$ cat src/rtl/serial_pkg.sv
// serial_pkg: shared state encoding and mode constants for the serial add/sub engine
package serial_pkg;

    typedef enum logic [1:0] {IDLE, SHIFT, DONE} state_t;

    localparam logic MODE_ADD = 1'b0;
    localparam logic MODE_SUB = 1'b1;

endpackage

$ cat src/rtl/serial_fa_cell.sv
// serial_fa_cell: one full-adder bit slice with its carry flop; carry is the next-carry value
module serial_fa_cell (
    input  logic clk,
    input  logic rst_n,
    input  logic load,
    input  logic en,
    input  logic init,
    input  logic a,
    input  logic b,
    output logic s,
    output logic carry
);

    logic c_q;

    assign s     = a ^ b ^ c_q;
    assign carry = (a & b) | (a & c_q) | (b & c_q);

    // carry flop: seeded at operand load, advanced once per processed bit
    always_ff @(posedge clk or negedge rst_n) begin
        if (!rst_n)
            c_q <= 1'b0;
        else if (load)
            c_q <= init;
        else if (en)
            c_q <= carry;
    end

endmodule

$ cat src/rtl/serial_addsub_engine.sv
// serial_addsub_engine: bit-serial WIDTH-bit add/subtract, LSB first; SERIAL_OVF_EN adds signed overflow output ovf
module serial_addsub_engine
    import serial_pkg::*;
#(
    parameter int WIDTH = 8,
    localparam int CNT_W = $clog2(WIDTH + 1)
) (
    input  logic             i_clk,
    input  logic             reset,
    input  logic             start,
    input  logic             mode,
    input  logic [WIDTH-1:0] a_in,
    input  logic [WIDTH-1:0] b_in,
    output logic             ready,
    output logic             busy,
    output logic             done,
    output logic [WIDTH-1:0] sum,
    output logic             carry_out,
    output logic [CNT_W-1:0] bit_cnt
`ifdef SERIAL_OVF_EN
    ,
    output logic             ovf
`endif
);

    state_t           state;
    logic [WIDTH-1:0] a_reg;
    logic [WIDTH-1:0] b_reg;
    logic             s;
    logic             carry;
    logic             load;
    logic             en;

    assign load = (state == IDLE) && start;
    assign en   = (state == SHIFT);

    serial_fa_cell u_fa (
        .clk  (i_clk),
        .rst_n(reset),
        .load (load),
        .en   (en),
        .init (mode),
        .a    (a_reg[0]),
        .b    (b_reg[0]),
        .s    (s),
        .carry(carry)
    );

    // control FSM and datapath registers; subtract is a + ~b with carry seeded to 1
    always_ff @(posedge i_clk or negedge reset) begin
        if (!reset) begin
            state     <= IDLE;
            a_reg     <= '0;
            b_reg     <= '0;
            sum       <= '0;
            bit_cnt   <= '0;
            carry_out <= 1'b0;
            done      <= 1'b0;
            ready     <= 1'b1;
            busy      <= 1'b0;
`ifdef SERIAL_OVF_EN
            ovf       <= 1'b0;
`endif
        end else begin
            case (state)
                IDLE: if (start) begin
                    a_reg   <= a_in;
                    b_reg   <= (mode == MODE_SUB) ? ~b_in : b_in;
                    bit_cnt <= CNT_W'(WIDTH);
                    ready   <= 1'b0;
                    busy    <= 1'b1;
                    state   <= SHIFT;
                end
                SHIFT: begin
                    sum     <= {s, sum[WIDTH-1:1]};
                    a_reg   <= a_reg >> 1;
                    b_reg   <= b_reg >> 1;
                    bit_cnt <= bit_cnt - CNT_W'(1);
                    if (bit_cnt == CNT_W'(1)) begin
                        carry_out <= carry;
`ifdef SERIAL_OVF_EN
                        // carry into MSB is recovered as s ^ a ^ b of the MSB slice
                        ovf       <= s ^ a_reg[0] ^ b_reg[0] ^ carry;
`endif
                        busy      <= 1'b0;
                        done      <= 1'b1;
                        state     <= DONE;
                    end
                end
                DONE: begin
                    done  <= 1'b0;
                    ready <= 1'b1;
                    state <= IDLE;
                end
                default: state <= IDLE;
            endcase
        end
    end

endmodule

$ cat config.mk
export PLATFORM = sky130hd
export DESIGN_NAME = serial_addsub_engine
export DESIGN_NICKNAME = d
export VERILOG_FILES = /design/src/rtl/serial_pkg.sv /design/src/rtl/serial_fa_cell.sv /design/src/rtl/serial_addsub_engine.sv
export SDC_FILE = /design/constraint.sdc
export NUM_CORES = 1
export LEC_CHECK = 0
export CORE_ASPECT_RATIO = 0.6
export CORE_UTILIZATION = 50
export CTS_BUF_LIST = sky130_fd_sc_hd__clkbuf_2 sky130_fd_sc_hd__clkbuf_4 sky130_fd_sc_hd__clkbuf_8
export DETAILED_ROUTE_END_ITERATION = 8
export HOLD_SLACK_MARGIN = 0.12
export PLACE_DENSITY = 0.9
export SYNTH_ARGS = -nofsm -noshare
export SYNTH_HDL_FRONTEND = slang
export SYNTH_HIERARCHICAL = 1
export SYNTH_SLANG_ARGS = --single-unit
$ cat constraint.sdc
create_clock -name i_clk -period 1.9 [get_ports i_clk]
set_input_delay 0.38 -clock i_clk [delete_from_list [all_inputs] [get_ports i_clk]]
set_output_delay 0.38 -clock i_clk [all_outputs]
set_load 0.05 [all_outputs]
# After elaboration in Yosys (flattened, before gate mapping)
# Cells that the tools add are included.
[totals] input_bits=20 regBits=35
[op_classes] n_eq_ne=5 n_bitwise=8 add_sub_neg=1 mux=19 n_reduce_logical=12
[op_table] op="one-hot mux 8 bit (2 select lines)" n=2
[op_table] op="2-to-1 mux 8 bit" n=3
[op_table] op="AND reduction 2 bit" n=5
[op_table] op="NOT 8 bit" n=1
[op_table] op="one-hot mux 4 bit (2 select lines)" n=1
[op_table] op="nonzero test 2 bit" n=4
[op_table] op="2-to-1 mux 1 bit" n=6
[op_table] op="one-hot mux 1 bit (2 select lines)" n=3
[op_table] op="== test 4 x 1 -> 1 bit (second input constant)" n=1
[op_table] op="2-to-1 mux 2 bit" n=2
[op_table] op="2-to-1 mux 4 bit" n=1
[op_table] op="one-hot mux 2 bit (2 select lines)" n=1
[op_table] op="subtractor 4 x 1 -> 4 bit (second input constant)" n=1
[op_table] op="AND 1 bit" n=3
[op_table] op="AND reduction 3 bit" n=1
[op_table] op="== test 2 x 1 -> 1 bit (second input constant)" n=1
[op_table] op="== test 2 bit (second input constant)" n=1
[op_table] op="logical NOT 2 bit" n=1
[op_table] op="!= test 2 x 1 -> 1 bit (second input constant)" n=1
[op_table] op="!= test 2 bit (second input constant)" n=1
[op_table] op="bitwise OR 1 bit" n=2
[op_table] op="XOR 1 bit" n=2
[op_table] op="logical AND 1 bit" n=1

# Logic depth before layout (Yosys ltp)
# Gate-level depths: netlist of the first run.
[logic_depth] depth_word=5 ltp_mapped=6

# Hierarchy
# The synthesis of the first run kept the hierarchy.
[modules_own_cells] module="serial_addsub_engine" cells_each=145 instances=1 area_each_um2=1471.4 seq_area_each_um2=852.1
[modules_own_cells] module="serial_fa_cell" cells_each=5 instances=1 area_each_um2=63.8 seq_area_each_um2=25.0

# Least setup slack after synthesis of the first run
# OpenSTA, ideal clock, no wires.
[synth_path] kind="register -> register" from="reg bit_cnt[1]" to="reg carry_out" stages_incl_launch_ff=6 period_less_slack_ns=1.664 setup_time_ns=0.125 t_arrival_ns=1.539 setup_slack_ns=0.236 path_cell_list="dfrtp_1 inv_1 ha_1 nor3b_1 nand2_1 mux2_2"
[synth_via] elab_chain_len=2
[synth_rtl] element="from (decl)" line="serial_addsub_engine.sv:19" rtl="output logic [CNT_W-1:0] bit_cnt"
[synth_rtl] element="from (signal assigned)" line="serial_addsub_engine.sv:69" rtl="bit_cnt <= CNT_W'(WIDTH);"
[synth_rtl] element="from (signal assigned)" line="serial_addsub_engine.sv:78" rtl="bit_cnt <= bit_cnt - CNT_W'(1);"
[synth_rtl] element="== test 4 x 1 -> 1 bit" line="serial_addsub_engine.sv:79" rtl="if (bit_cnt == CNT_W'(1)) begin"
[synth_rtl] element="AND reduction 2 bit (no line)"
[synth_rtl] element="to (signal assigned)" line="serial_addsub_engine.sv:80" rtl="carry_out <= carry;"
[synth_rtl] element="to (decl)" line="serial_addsub_engine.sv:18" rtl="output logic carry_out,"
# No other way between the ends.
# A chain may end at the register's enable or synchronous reset.

# Final worst setup path of the first run
[layout_path] from="reg sum[6]" to="out sum[6]"
[layout_lines] element="from (decl)" line="serial_addsub_engine.sv:17" rtl="output logic [WIDTH-1:0] sum,"
[layout_lines] element="from (signal assigned)" line="serial_addsub_engine.sv:75" rtl="sum <= {s, sum[WIDTH-1:1]};"
# No word-level cell between the ends.

==> impl_metrics.ini, run 1 <==
[timing]
hold_viol = 0
post-route-period-util_pct = 97.3
max_freq_mhz = 541
slew_headroom_pct = 66.7
setup_violations = 0
slew_violations = 0
timing.hold.ws_ns = 0.481
finalSetupTns_ns = 0
final.min_clock_period_ns = 1.85
worst_slew_pin_slew_ns = 0.499
finClkSkew_ns = 0.00307
rsz0062_at_grt = no

[critical_path]
required_ns = 1.52
rr_endpoint = carry_out$_DFFE_PN0P_
cp_slowest_cell = clkdlybuf4s50_1
worst-path-buf-inv = 1
crit_path_start = sum[6]$_DFFE_PN0P_
cp-start-kind = flip-flop
r2r_setup_slack_ns = 0.36
path_cells = clkdlybuf4s50_1
critPathKind = reg2out
ff2ff_path_depth = 5
crit_family = buffers and inverters
path_max_fanout = 3
r2r_start = bit_cnt[1]$_DFFE_PN0P_
crit_path_end_kind = primary output
arrival_ns = 1.47
max_stage_delay_ns = 0.81

[logic_synthesis]
synth.most_common_cell = nand2_1
synth.distinct_cells = 29
synth_area_per_cell_um2 = 10.2
synthFlopType = dfrtp_1
ys_ff_latch = 35
synth_top_area_share_pct = 55.4
netlist_instances = 150
synth_top_cells_by_count = 46 x nand2_1, 34 x dfrtp_1, 8 x xnor2_1
synth_area_mm2 = 0.00154
synth_area_leaders = dfrtp_1 55%, nand2_1 11%, a221o_1 4.6%, xnor2_1 4.6%, a22oi_1 3.4%
postSynth.asyncResetShare_pct = 100
yosysWarnings = 6
yosys.area.top_type = dfrtp_1
seq_area_frac_synth_pct = 57.1
syn_nets = 173
synth_edf_count = 0

[cells_and_area]
finalInstanceArea_mm2 = 0.00201
multi_input_area_um2 = 586
antenna_cells = 0
syn_to_final_growth_pct = 31.2
fillCellCount = 228
final_cell_count_no_fill = 232
regArea_um2 = 877
nets = 214
drive_above_1_share_pct = 12.6

[power_and_ir_drop]
power_mw = 3.51
power.leakage_nw = 0.977
vdd_ir_drop_max_uv = 708
power.density_mw_per_mm2 = 1740

[clocking]
postCtsSetupBuffers = 0
cts_hold_buf = 0
h-tree-depth = 2
cts_tree = done
cts_root_buf = clkbuf_8
clkSlewWorstSetupHoldPaths_ns = 0.06
cts_buffers = 5
clockBufferDepth = 2
cts_sinks = 35
insertion_delay_ns = 0.28

[floorplan]
die_w_um = 73.5
core_mm2 = 0.00289
rows = 15
die_h_um = 44.9
dieArea_mm2 = 0.00330
initial_core_util_pct = 53.1
io_pins = 36

[min_path]
hp-start = a_reg[2]$_DFFE_PN0P_
hold_depth = 2
holdCritPathClass = reg2reg
whs_endpoint = a_reg[2]$_DFFE_PN0P_

[global_routing]
grt_usage_pct = 21.5
antenna_found_initial = 0
grt_pass1_vias = 1132
grt.overflow.total = 0
grt_start_max_net_pins = 36
grt_pass1_wl_um = 5040

[status]
status = finished, final reports clean

[placed_design]
place_congestion = 0.738
placed_cells = 226
numPortBuffers = 35
post_dp_cell_area_mm2 = 0.00194
hpwl_um = 2240

[detailed_routing]
routed_wl_um = 3140
drt-initial-drc-count = 93
post-route-drc-count = 0
firstDrtPassIters = 6
postRouteAntennaNets = 0
avgViaCountPerCell = 5.11
num_vias = 1185
wl_per_cell_um = 13.5

[run]
drv_cap = 0
## worst max path at each step
| stage | to | slack, ns | depth (start not counted) |
|---|---|---|---|
| after floorplan | carry_out$_DFFE_PN0P_ | 0.24 | 5 |
| after global placement | bit_cnt[3]$_DFFE_PN0P_ | 0.14 | 6 |
| after detailed placement | b_reg[7]$_DFFE_PN0P_ | 0.12 | 5 |
| after CTS | sum[7] | 0.03 | 1 |
| after global routing | sum[4] | 0.007 | 1 |
| final | sum[6] | 0.05 | 1 |
## cell type report
type | count | area share (%)
timing repair buffer | 42 | 19.9
tap | 42 | 2.61
clock buffer | 6 | 3.79
inverter | 6 | 1.12
sequential | 35 | 43.5
multi-input combinational | 101 | 29.1
## cell families (layout without fill, tap and decap cells)
logic type                 count (synthesis)  in the layout  synth area share [%]
and+or+nand+nor                           63             63                  17.1
DFF                                       35             35                  57.1
AOI/OAI and AO/OA                         25             25                  12.1
buffers and inverters                     14             54                  4.73
xor gates and xnor gates                   8              8                  4.56
adders and majority gates                  3              3                  2.93
muxes                                      2              2                  1.39
## placed cells by master, fill, tap and decap left out
cell / instances
nor3b_1: 1
buf_12: 1
buf_4: 13
nor2_1: 7
o21bai_1: 1
dlymetal6s2s_1: 1
ha_1: 2
nand3b_1: 1
dfstp_2: 1
a22oi_1: 7
nand2_1: 46
clkdlybuf4s50_1: 27
a211oi_1: 1
a221o_1: 7
clkbuf_4: 1
xnor2_1: 8
fa_1: 1
o21ai_0: 6
clkbuf_8: 5
inv_2: 1
nand3_1: 4
mux2i_1: 1
nor3_1: 1
mux2_2: 1
a21o_1: 1
or3b_1: 1
o21ai_1: 1
nand2b_2: 1
dfrtp_1: 34
a31oi_1: 1
inv_1: 5
nand2b_1: 1
## stage by stage
stage	util (%)	worst slack, ns
after global routing	69.7	0.00729
after CTS	69.6	0.0305
after global placement	67.0	0.141
after detailed placement	67.0	0.115
final	69.7	0.0521
after floorplan	-	0.236
## routing by layer
metal / global-route usage, % / vias to the layer above / routed length, um
met5: 0 / - / 0
met4: 10.0 / 0 / 46
met3: 6.25 / 7 / 158
met2: 35.4 / 35 / 1530
met1: 26.6 / 567 / 1400
li1: - / 576 / -
## timing repair
action / CTS / global route
endpoints found under the hold margin: 0 / 0
endpoints found under the setup margin: 0 / 1
gates resized for setup: 0 / 1
## worst reg2reg max path, stage by stage (launching register included)
cell,delay (ns)
dfrtp_1,0.41
inv_1,0.10
ha_1,0.15
nor3b_1,0.27
nand2_1,0.19
mux2_2,0.30
## power breakdown
| part | switching, mW | leakage [nW] | internal [mW] |
|---|---|---|---|
| logic | 1.09 | 0.498 | 0.630 |
| clock network | 0.227 | 0.0406 | 0.258 |
| registers | 0.237 | 0.438 | 1.07 |
| total | 1.56 | 0.977 | 1.96 |
(Power assumes the default switching activity.)
==> run 2: changes to the inputs <==
--- a/config.mk
+++ b/config.mk
@@ -8,6 +8,7 @@
 export CORE_ASPECT_RATIO = 0.6
 export CORE_UTILIZATION = 50
 export CTS_BUF_LIST = sky130_fd_sc_hd__clkbuf_2 sky130_fd_sc_hd__clkbuf_4 sky130_fd_sc_hd__clkbuf_8
+export CTS_CLUSTER_SIZE = 28
 export DETAILED_ROUTE_END_ITERATION = 8
 export HOLD_SLACK_MARGIN = 0.12
 export PLACE_DENSITY = 0.9
==> results of run 2 <==
The final DEF is identical to that of run 1; final timing and power are the same.
==> RTL edit (config.mk and constraints of run 1) <==
The 3 states of `state_t` get a one-hot encoding in 3 bits.
--- a/src/rtl/serial_pkg.sv
+++ b/src/rtl/serial_pkg.sv
@@ -1,7 +1,7 @@
 // serial_pkg: shared state encoding and mode constants for the serial add/sub engine
 package serial_pkg;
 
-    typedef enum logic [1:0] {IDLE, SHIFT, DONE} state_t;
+    typedef enum logic [2:0] {IDLE = 3'b001, SHIFT = 3'b010, DONE = 3'b100} state_t;
 
     localparam logic MODE_ADD = 1'b0;
     localparam logic MODE_SUB = 1'b1;
Function: no difference found for any inputs over 10 cycles, from zero or initial values and one cycle with reset low; not proved beyond that.
==> RTL edit against run 1 <==
  * Synthesized area increased by 3.1%
  * Sequential cell count up 1
  * Non-clock buffer count shrank 2
  * Total power fell by 2.8%
  * Cell area up 1.8%
  * Worst setup slack worse by 0.012 ns
  * Fmax decreased by 0.65%
  * Wire length increased by 3.2%
  * Synthesized cell count fell by 1.3%
  * Via count up 1.7%
==> RTL edit: results (changes against run 1) <==
The number of buffers outside the clock class in the layout is 40 (-4.8%). The synthesized-area fraction occupied by ao, oa, aoi and oai cells is 12.4% (+0.27 points). The detailed route wirelength on metal3 came out at 183 um (+16%).

The number of nets in the layout is 209 (-2.3%). The leakage component of the power was 1.01 nW (+3.4%). The detailed router used layers up to and including met4.

The clock skew after layout is 0.00490 ns (+0.00183 ns). The post-synthesis instance total came to 148 (-1.3%). The die width came out at 74.6 um (+1.5%). The run finished with clean final reports. The total number of vias came out at 1205 (+1.7%).

The sequential share of cell area came to 44.1% (+0.51 points). The pin slew with the least headroom to its limit came out at 0.509 ns (+0.0106 ns). The switching fraction of total power is 43.2% (-1.0 points). The number of fill cells in the layout came out at 226 (-0.88%). The post-placement worst setup slack came to 0.113 ns (-0.00184 ns). The multi-input combinational cell count is 98 (-3.0%). The power attributed to the clock group is 535 uW (+10%). The post-detailed-placement half-perimeter wirelength is 2.36 mm (+5.1%). The combinational group share of total power is 45.4% (-3.6 points).

The post-synthesis share of cell area spent on xor and xnor gates came to 4.43% (-0.14 points). The internal power is 1.94 mW (-0.95%). By count the netlist is led by sky130_fd_sc_hd__dfrtp_1, sky130_fd_sc_hd__nand2_1, sky130_fd_sc_hd__nor2_1.

The clock tree cell share of total cell area is 4.27% (+0.48 points). The adder and majority cell fraction of the synthesized area is 2.85% (-0.088 points). The number of detailed-routing iterations run before antenna repair came out at 4 (-2). The net count after synthesis is 171 (-1.2%). The number of non-clock inverters came out at 5 (-1). The total cell area at the placement stage came out at 1960 sq um (+1.0%). The pin count of the biggest net entering global routing came out at 37 (+2.8%). The post-detailed-routing wire length is 3.24 mm (+3.2%). The distinct cell type count after synthesis is 35 (+21%).

The number of sinks on the clock net came out at 36 (+2.9%). By area the synthesized netlist is led by sky130_fd_sc_hd__dfrtp_1, sky130_fd_sc_hd__nand2_1, sky130_fd_sc_hd__a221o_1. The overall routing resource usage is 21.4% (-0.029 points). The final weighted congestion in routability-driven placement came out at 0.767 (+3.9%). The number of placed instances with taps included is 221 (-2.2%). The share of cell area taken by multi-input logic gates is 29.4% (+0.34 points). The met2 capacity usage during global routing is 34.2% (-1.2 points). The met1 track demand over resource in global routing is 25.9% (-0.71 points). The first-iteration detailed-routing DRC count came out at 58 (-38%).

The share of the yosys chip area belonging to registers came out at 57.1% (about the same).
-- RTL edit: cell types whose count changed after synthesis, sizes merged, moves of 2 or more --
cell	before	now
a22o	0	2
buf	6	9
clkbuf	2	0
inv	6	4
nand2	46	34
nand2b	2	0
nand3	4	8
nor2	7	11
o21ai	7	4
-- RTL edit: kinds of logic after synthesis --
group                    Yosys count
multiplexers                       3
AO/OA/AOI/OAI                     25
adder cells (fa/ha/maj)            3
flip-flops                        36
XOR/XNOR                           8
buffers and inverters             14
AND/OR/NAND/NOR                   59
-- RTL edit: path summary, 6_finish.rpt --
check | startpoint | to | slack, ns
setup / recovery | sum[3] | sum[3] | 0.04
hold / removal | carry_out | carry_out | 0.49
setup reg to reg | bit_cnt[1] | carry_out | 0.27
hold reg to reg | carry_out | carry_out | 0.49
max in group asynchronous | reset | ready | 1.05
min in group asynchronous | reset | bit_cnt[3] | 0.50
